`src/rtl/cbi980_axil_slave.sv`:
```
// AXI4-Lite slave bridging to a simple strobe-based core register port.
// One outstanding write and one outstanding read; a single FSM serialises core access.
module cbi980_axil_slave #(
  parameter int ADDR_W = 5
) (
  input  logic              clk,
  input  logic              rstn,
  input  logic              s_axil_awvalid,
  output logic              s_axil_awready,
  input  logic [ADDR_W-1:0] s_axil_awaddr,
  input  logic              s_axil_wvalid,
  output logic              s_axil_wready,
  input  logic [31:0]       s_axil_wdata,
  input  logic [3:0]        s_axil_wstrb,
  output logic              s_axil_bvalid,
  input  logic              s_axil_bready,
  output logic [1:0]        s_axil_bresp,
  input  logic              s_axil_arvalid,
  output logic              s_axil_arready,
  input  logic [ADDR_W-1:0] s_axil_araddr,
  output logic              s_axil_rvalid,
  input  logic              s_axil_rready,
  output logic [31:0]       s_axil_rdata,
  output logic [1:0]        s_axil_rresp,
  output logic [2:0]        wr_addr,
  output logic [31:0]       wr_data,
  output logic              wr_en,
  input  logic              wr_err,
  output logic [2:0]        rd_addr,
  output logic              rd_valid_in,
  input  logic [31:0]       rd_data,
  input  logic              rd_valid_out
);

  localparam logic [2:0] IDLE    = 3'd0;
  localparam logic [2:0] WR_EXEC = 3'd1;
  localparam logic [2:0] WR_RESP = 3'd2;
  localparam logic [2:0] RD_EXEC = 3'd3;
  localparam logic [2:0] RD_WAIT = 3'd4;
  localparam logic [2:0] RD_RESP = 3'd5;

  logic [2:0]  state_q, state_d;
  logic        rr_q, rr_d;
  logic        aw_full_q, aw_full_d;
  logic [2:0]  aw_addr_q, aw_addr_d;
  logic        w_full_q, w_full_d;
  logic [31:0] w_data_q, w_data_d;
  logic [3:0]  w_strb_q, w_strb_d;
  logic        ar_full_q, ar_full_d;
  logic [2:0]  ar_addr_q, ar_addr_d;
  logic [1:0]  bresp_q, bresp_d;
  logic [31:0] rdata_q, rdata_d;

  logic aw_hs, w_hs, ar_hs, wr_elig, rd_elig;
  logic unused_addr_bits;

  assign unused_addr_bits = &{1'b0, s_axil_awaddr, s_axil_araddr};

  assign aw_hs   = s_axil_awvalid & ~aw_full_q;
  assign w_hs    = s_axil_wvalid & ~w_full_q;
  assign ar_hs   = s_axil_arvalid & ~ar_full_q;
  assign wr_elig = aw_full_q & w_full_q;
  assign rd_elig = ar_full_q;

  always_comb begin
    state_d     = state_q;
    rr_d        = rr_q;
    aw_full_d   = aw_full_q;
    aw_addr_d   = aw_addr_q;
    w_full_d    = w_full_q;
    w_data_d    = w_data_q;
    w_strb_d    = w_strb_q;
    ar_full_d   = ar_full_q;
    ar_addr_d   = ar_addr_q;
    bresp_d     = bresp_q;
    rdata_d     = rdata_q;
    wr_en       = 1'b0;
    rd_valid_in = 1'b0;

    if (aw_hs) begin
      aw_full_d = 1'b1;
      aw_addr_d = s_axil_awaddr[4:2];
    end
    if (w_hs) begin
      w_full_d = 1'b1;
      w_data_d = s_axil_wdata;
      w_strb_d = s_axil_wstrb;
    end
    if (ar_hs) begin
      ar_full_d = 1'b1;
      ar_addr_d = s_axil_araddr[4:2];
    end

    case (state_q)
      IDLE: begin
        // rr_q only flips on a contested grant; set means read wins the next tie
        if (wr_elig && rd_elig) begin
          state_d = rr_q ? RD_EXEC : WR_EXEC;
          rr_d    = ~rr_q;
        end else if (wr_elig) begin
          state_d = WR_EXEC;
        end else if (rd_elig) begin
          state_d = RD_EXEC;
        end
      end
      WR_EXEC: begin
        wr_en   = (w_strb_q == 4'hF);
        bresp_d = ((w_strb_q != 4'hF) || (wr_en && wr_err)) ? 2'b10 : 2'b00;
        state_d = WR_RESP;
      end
      WR_RESP: begin
        if (s_axil_bready) begin
          aw_full_d = 1'b0;
          w_full_d  = 1'b0;
          state_d   = IDLE;
        end
      end
      RD_EXEC: begin
        rd_valid_in = 1'b1;
        state_d     = RD_WAIT;
      end
      RD_WAIT: begin
        if (rd_valid_out) begin
          rdata_d = rd_data;
          state_d = RD_RESP;
        end
      end
      RD_RESP: begin
        if (s_axil_rready) begin
          ar_full_d = 1'b0;
          state_d   = IDLE;
        end
      end
      default: state_d = IDLE;
    endcase
  end

  always_ff @(posedge clk or negedge rstn) begin
    if (!rstn) begin
      state_q   <= IDLE;
      rr_q      <= 1'b0;
      aw_full_q <= 1'b0;
      aw_addr_q <= '0;
      w_full_q  <= 1'b0;
      w_data_q  <= '0;
      w_strb_q  <= '0;
      ar_full_q <= 1'b0;
      ar_addr_q <= '0;
      bresp_q   <= '0;
      rdata_q   <= '0;
    end else begin
      state_q   <= state_d;
      rr_q      <= rr_d;
      aw_full_q <= aw_full_d;
      aw_addr_q <= aw_addr_d;
      w_full_q  <= w_full_d;
      w_data_q  <= w_data_d;
      w_strb_q  <= w_strb_d;
      ar_full_q <= ar_full_d;
      ar_addr_q <= ar_addr_d;
      bresp_q   <= bresp_d;
      rdata_q   <= rdata_d;
    end
  end

  assign s_axil_awready = ~aw_full_q;
  assign s_axil_wready  = ~w_full_q;
  assign s_axil_arready = ~ar_full_q;
  assign s_axil_bvalid  = (state_q == WR_RESP);
  assign s_axil_bresp   = bresp_q;
  assign s_axil_rvalid  = (state_q == RD_RESP);
  assign s_axil_rdata   = rdata_q;
  assign s_axil_rresp   = 2'b00;
  // Holding registers are stable while their transaction is live, so they drive the core directly
  assign wr_addr        = aw_addr_q;
  assign wr_data        = w_data_q;
  assign rd_addr        = ar_addr_q;

endmodule
```
`config.mk`:
```
export PLATFORM = sky130hd
export DESIGN_NAME = cbi980_axil_slave
export DESIGN_NICKNAME = d
export VERILOG_FILES = /design/src/rtl/cbi980_axil_slave.sv
export SDC_FILE = /design/constraint.sdc
export NUM_CORES = 1
export LEC_CHECK = 0
export CAP_MARGIN = 20
export CORE_UTILIZATION = 35
export DETAILED_ROUTE_END_ITERATION = 7
export GPL_ROUTABILITY_DRIVEN = 0
export GPL_TIMING_DRIVEN = 0
export PLACE_DENSITY = 0.69
export SLEW_MARGIN = 30
export SYNTH_ARGS = -nofsm -noshare
export SYNTH_HDL_FRONTEND = slang
export SYNTH_SLANG_ARGS = --single-unit
```
`constraint.sdc`:
```
create_clock -name clk -period 1.75 [get_ports clk]
set_clock_uncertainty 0.05 [all_clocks]
set_input_delay 0.35 -clock clk [delete_from_list [all_inputs] [get_ports clk]]
set_output_delay 0.35 -clock clk [all_outputs]
set_load 0.01 [all_outputs]
```
# Yosys cells after proc, flatten, opt, wreduce, memory -nomap -nowiden
# Cells that the tools add are included.
# word_totals
output_inout_bits	81
register_bits	83
inputBits	87
wordCells	57
# op_classes
eq_ne	11
n_reduce_logical	7
n_bitwise	8
muxes	20
# op_table
op	n
$mux 3	6
$pmux 3 s6	1
$mux 1	11
$ne 4x4->1 const B	2
$eq 3x2->1 const B	2
$eq 3x3->1 const B	2
$and 1x1->1	4
$eq 4x4->1 const B	1
$mux 2	2
$ne 2x1->1 const B	2
$not 1->1	4
$reduce_and 2->1	2
$reduce_and 4->1	1
$eq 3x1->1 const B	1
$logic_not 3->1	1
$logic_and 1x1->1	2
$ne 2x2->1 const B	1
$logic_or 1x1->1	1

# Logic depth before layout (Yosys ltp)
# logic_depth
word_depth	5
mapped_depth	5

# Worst setup path after synthesis
# No wires, ideal clock.
# synth_path
path_type	reg-to-reg
start	register state_q[2]
end	register rdata_q[1], in the netlist s_axil_rdata[1]
arrival_ns	1.412
path_stages_with_launch	6
setup_ns	0.125
setup_slack_ns	0.164
path_cell_list	dfrtp_1 buf_4 inv_2 nor4b_4 buf_6 mux2_2
# synth_via
elab_chain_cells	2
# synth_rtl
item	line_no	text
from (decl)	42	logic [2:0] state_q, state_d;
from (signal assigned)	152	state_q <= state_d;
$eq 3x3->1	94	case (state_q)
$reduce_and 2->1 (no line)	n/a	
to (signal assigned)	162	rdata_q <= rdata_d;
to (decl)	52	logic [31:0] rdata_q, rdata_d;
# Every way passes these cells.
# A chain may end at the register's enable or synchronous reset.

# Final worst setup path
# layout_path
start	register state_q[0]
end	output port wr_en
# layout_via
elab_chain_cells	2
# layout_rtl
item	line_no	text
$eq 3x1->1	94	
$mux 1	94	
to (decl)	27	output logic wr_en,
# Every way passes these cells.

==> flow_summary.yaml <==
job:
  drv_cap: 0
power:
  internal-power_mw: 6.11
  combPwrFrac: 0.465
  ir_worst_vdd_uv: 816
  power_frac_seq: 0.383
  pwr-share-clk: 0.152
  power_density_mw_per_mm2: 1660
  switching_share: 0.299
  p_leak_nw: 2.21
  switchingPower_mw: 2.61
final_layout:
  nets: 474
  drive_above_1_share: 0.288
  syn2layout_area_growth_pct: 63.7
  final_common_cell: "clkdlybuf4s50_1"
  stdcell_area_mm2: 0.00524
  postLayoutCoreUtil: 0.595
  final_cell_mix: "153 x clkdlybuf4s50_1, 81 x dfrtp_1, 68 x mux2_2, 9 x a21oi_1, 9 x clkbuf_8"
  diodes: 0
setup_path:
  critPathLaunch: "state_q[0]"
  rr_endpoint: "s_axil_rdata[25]"
  critical_path.cell_chain: "buf_6 > nor2b_4 > nor3b_4 > buf_2"
  reg2reg_slack_ns: 0.13
  criticalPathCategory: "reg -> out"
  worst-r2r-cell-count: 5
  critPathLaunchType: "flop"
  critical_path.max_stage_delay_ns: 0.35
  cp_max_fo: 7
  cp_top_family: "simple AND/OR/NAND/NOR gates"
  crit_arrival_ns: 1.35
  crit_buf_inv: 2
  cpMaxStageDelayCell: "dfrtp_1"
  endpoint: "wr_en"
  worstPathRequired_ns: 1.35
  r2r-start: "state_q[0]"
  path_depth: 4
  critPathCaptureType: "primary output"
routing:
  vias_per_cell: 4.64
  avgRoutedWirePerCell_um: 14.6
  first_iter_violations: 52
  dr_total_vias: 2320
  drcViolationCount: 18
  routed_wl_mm: 7.29
  drt-pass1-iter-count: 6
  postRouteAntennaNets: 0
die:
  ioPinCount: 168
  initial_utilization: 0.363
  num_rows: 34
  die_y_um: 97.6
  die-area_mm2: 0.00953
  coreArea_mm2: 0.00881
  die_w_um: 97.6
logic_synthesis:
  synth_seq_cells: 82
  synth_area_per_cell_um2: 15.5
  synth_seq_area_share: 0.641
  yosys_warnings: 0
  postSynthCellCount: 207
  yosysUniqueCellTypes: 23
  syn_area_mm2: 0.00320
timing:
  timing.final.crit_share: 0.999
  clock.fmax_mhz: 572
  hold_viol: 0
  rsz0062_at_grt: "true"
  min_period_ns: 1.75
  finalSetupTns_ns: 0
  setup_viol: 0
  slew_viol_final: 0
cts:
  clk-insertion-delay-late_ns: 0.34
  cts_root_buf: "clkbuf_8"
  clkSinkCount: 82
  cts_buffer_depth: 2
  cts_made_buffers: 9
  cts_tree: "done"
  htreeDepth: 3
  clk_pin_slew_worst_paths_ns: 0.08
status:
  violations: "design-rule violations"
  outcome: "complete, but fails checks"
placement:
  dpl-instance-area_mm2: 0.00497
  post-dp-hpwl_mm: 5.34
  io_buffer_count: 160
worst_hold_path:
  min_path_type: "in -> async"
global_routing:
  grt_util_met3: 0.0475
  grt_max_degree: 69
  grt_pass1_vias: 2562
  grtUsageTotal: 0.165
  use_met2: 0.265
  antenna_found_initial: 0
  overflow: 0
  grt_use_met1: 0.211
  busiest_layer: "met2"
  grt_pass1_wl_mm: 12.4
-- sequential cells by signal (all words and copies together), names as in the netlist --
signal / flops
aw_full_q: 1
w_full_q: 1
wr_data: 32
s_axil_bresp: 1
wr_addr: 3
ar_full_q: 1
rd_addr: 3
rr_q: 1
s_axil_rdata: 32
w_strb_q: 4
state_q: 3
-- layout make-up --
cell class,instances,area (µm²)
clock buffer,11,131
timing repair buffer,167,1660
clock inverter,5,55.1
inverter,5,21.3
multi-input combinational,110,1080
sequential,82,2050
fill,770,3570
buffer,12,106
tap,108,135
-- cell usage after synthesis --
cell	instances	share of area
o211ai_1	1	0.0023
a21oi_1	9	0.014
xnor2_1	1	0.0027
and2_1	2	0.0039
and3_1	1	0.0020
mux2_1	6	0.021
a211o_1	1	0.0027
conb_1	1	0.0012
nor2_1	5	0.0059
inv_1	4	0.0047
nand4_1	2	0.0039
nor2b_1	5	0.0098
mux2_2	68	0.24
nor4b_4	1	0.0074
nor3b_1	1	0.0023
buf_2	5	0.0078
dfrtp_1	82	0.64
nand2_1	2	0.0023
buf_6	3	0.011
inv_2	1	0.0012
a21o_1	1	0.0023
buf_4	4	0.0094
o21ai_0	1	0.0016
-- kinds of logic after synthesis --
logic type | Yosys count | share of synthesized area
DFF | 82 | 0.641
muxes | 74 | 0.260
and+or+nand+nor | 19 | 0.0375
buffers and inverters | 17 | 0.0336
AOI/OAI and AO/OA | 13 | 0.0231
xor gates and xnor gates | 1 | 0.00274
other | 1 | 0.00117
-- how the worst min path moves through the flow --
stage | from | cells past startpoint | to | slack (ns)
5_1_grt | rstn | 2 | s_axil_rdata[2] | 0.35
2_1_floorplan | rstn | 0 | ar_full_q | 0.004
4_1_cts | rstn | 2 | s_axil_rdata[2] | 0.34
3_5_place_dp | rstn | 1 | s_axil_rdata[2] | 0.14
3_3_place_gp | rr_q | 1 | rr_q | 0.41
6_report | rstn | 2 | s_axil_rdata[2] | 0.36
-- power by group through the flow --
stage | clock (mW) | combinational (mW) | sequential [mW]
2_1_floorplan | 0 | 1.31 | 3.74
3_3_place_gp | 0 | 3.91 | 3.33
3_5_place_dp | 0 | 3.98 | 3.37
4_1_cts | 1.37 | 4.09 | 3.35
5_1_grt | 1.45 | 4.31 | 3.49
6_report | 1.32 | 4.05 | 3.34
-- timing repair --
item | CTS | global route
hold buffers | 1 | 0
buffers inserted | 4 | 1
pin swaps | 1 | 0
endpoints found under the hold margin | 14 | 0
setup endpoints to repair | 36 | 6
gates cloned | 0 | 0
resized for setup | 30 | 4
-- through the flow --
step | power (mW) | setup WS [ns] | instances | hold WS, ns
after CTS | 8.81 | -0.0229 | 499 | 0.336
after floorplan | 5.05 | 0.164 | 209 | 0.00441
after global placement | 7.25 | -2.71 | 477 | 0.410
after global routing | 9.26 | -0.0694 | 500 | 0.348
after detailed placement | 7.35 | -0.291 | 478 | 0.139
final | 8.72 | 0.00209 | 500 | 0.355
-- routing by layer --
| layer | part of all wire | vias to the layer above |
|---|---|---|
| met4 | 0.016 | 0 |
| met5 | 0 | - |
| met1 | 0.42 | 1144 |
| met3 | 0.075 | 13 |
| li1 | - | 1072 |
| met2 | 0.49 | 91 |
(Power assumes the default switching activity.)
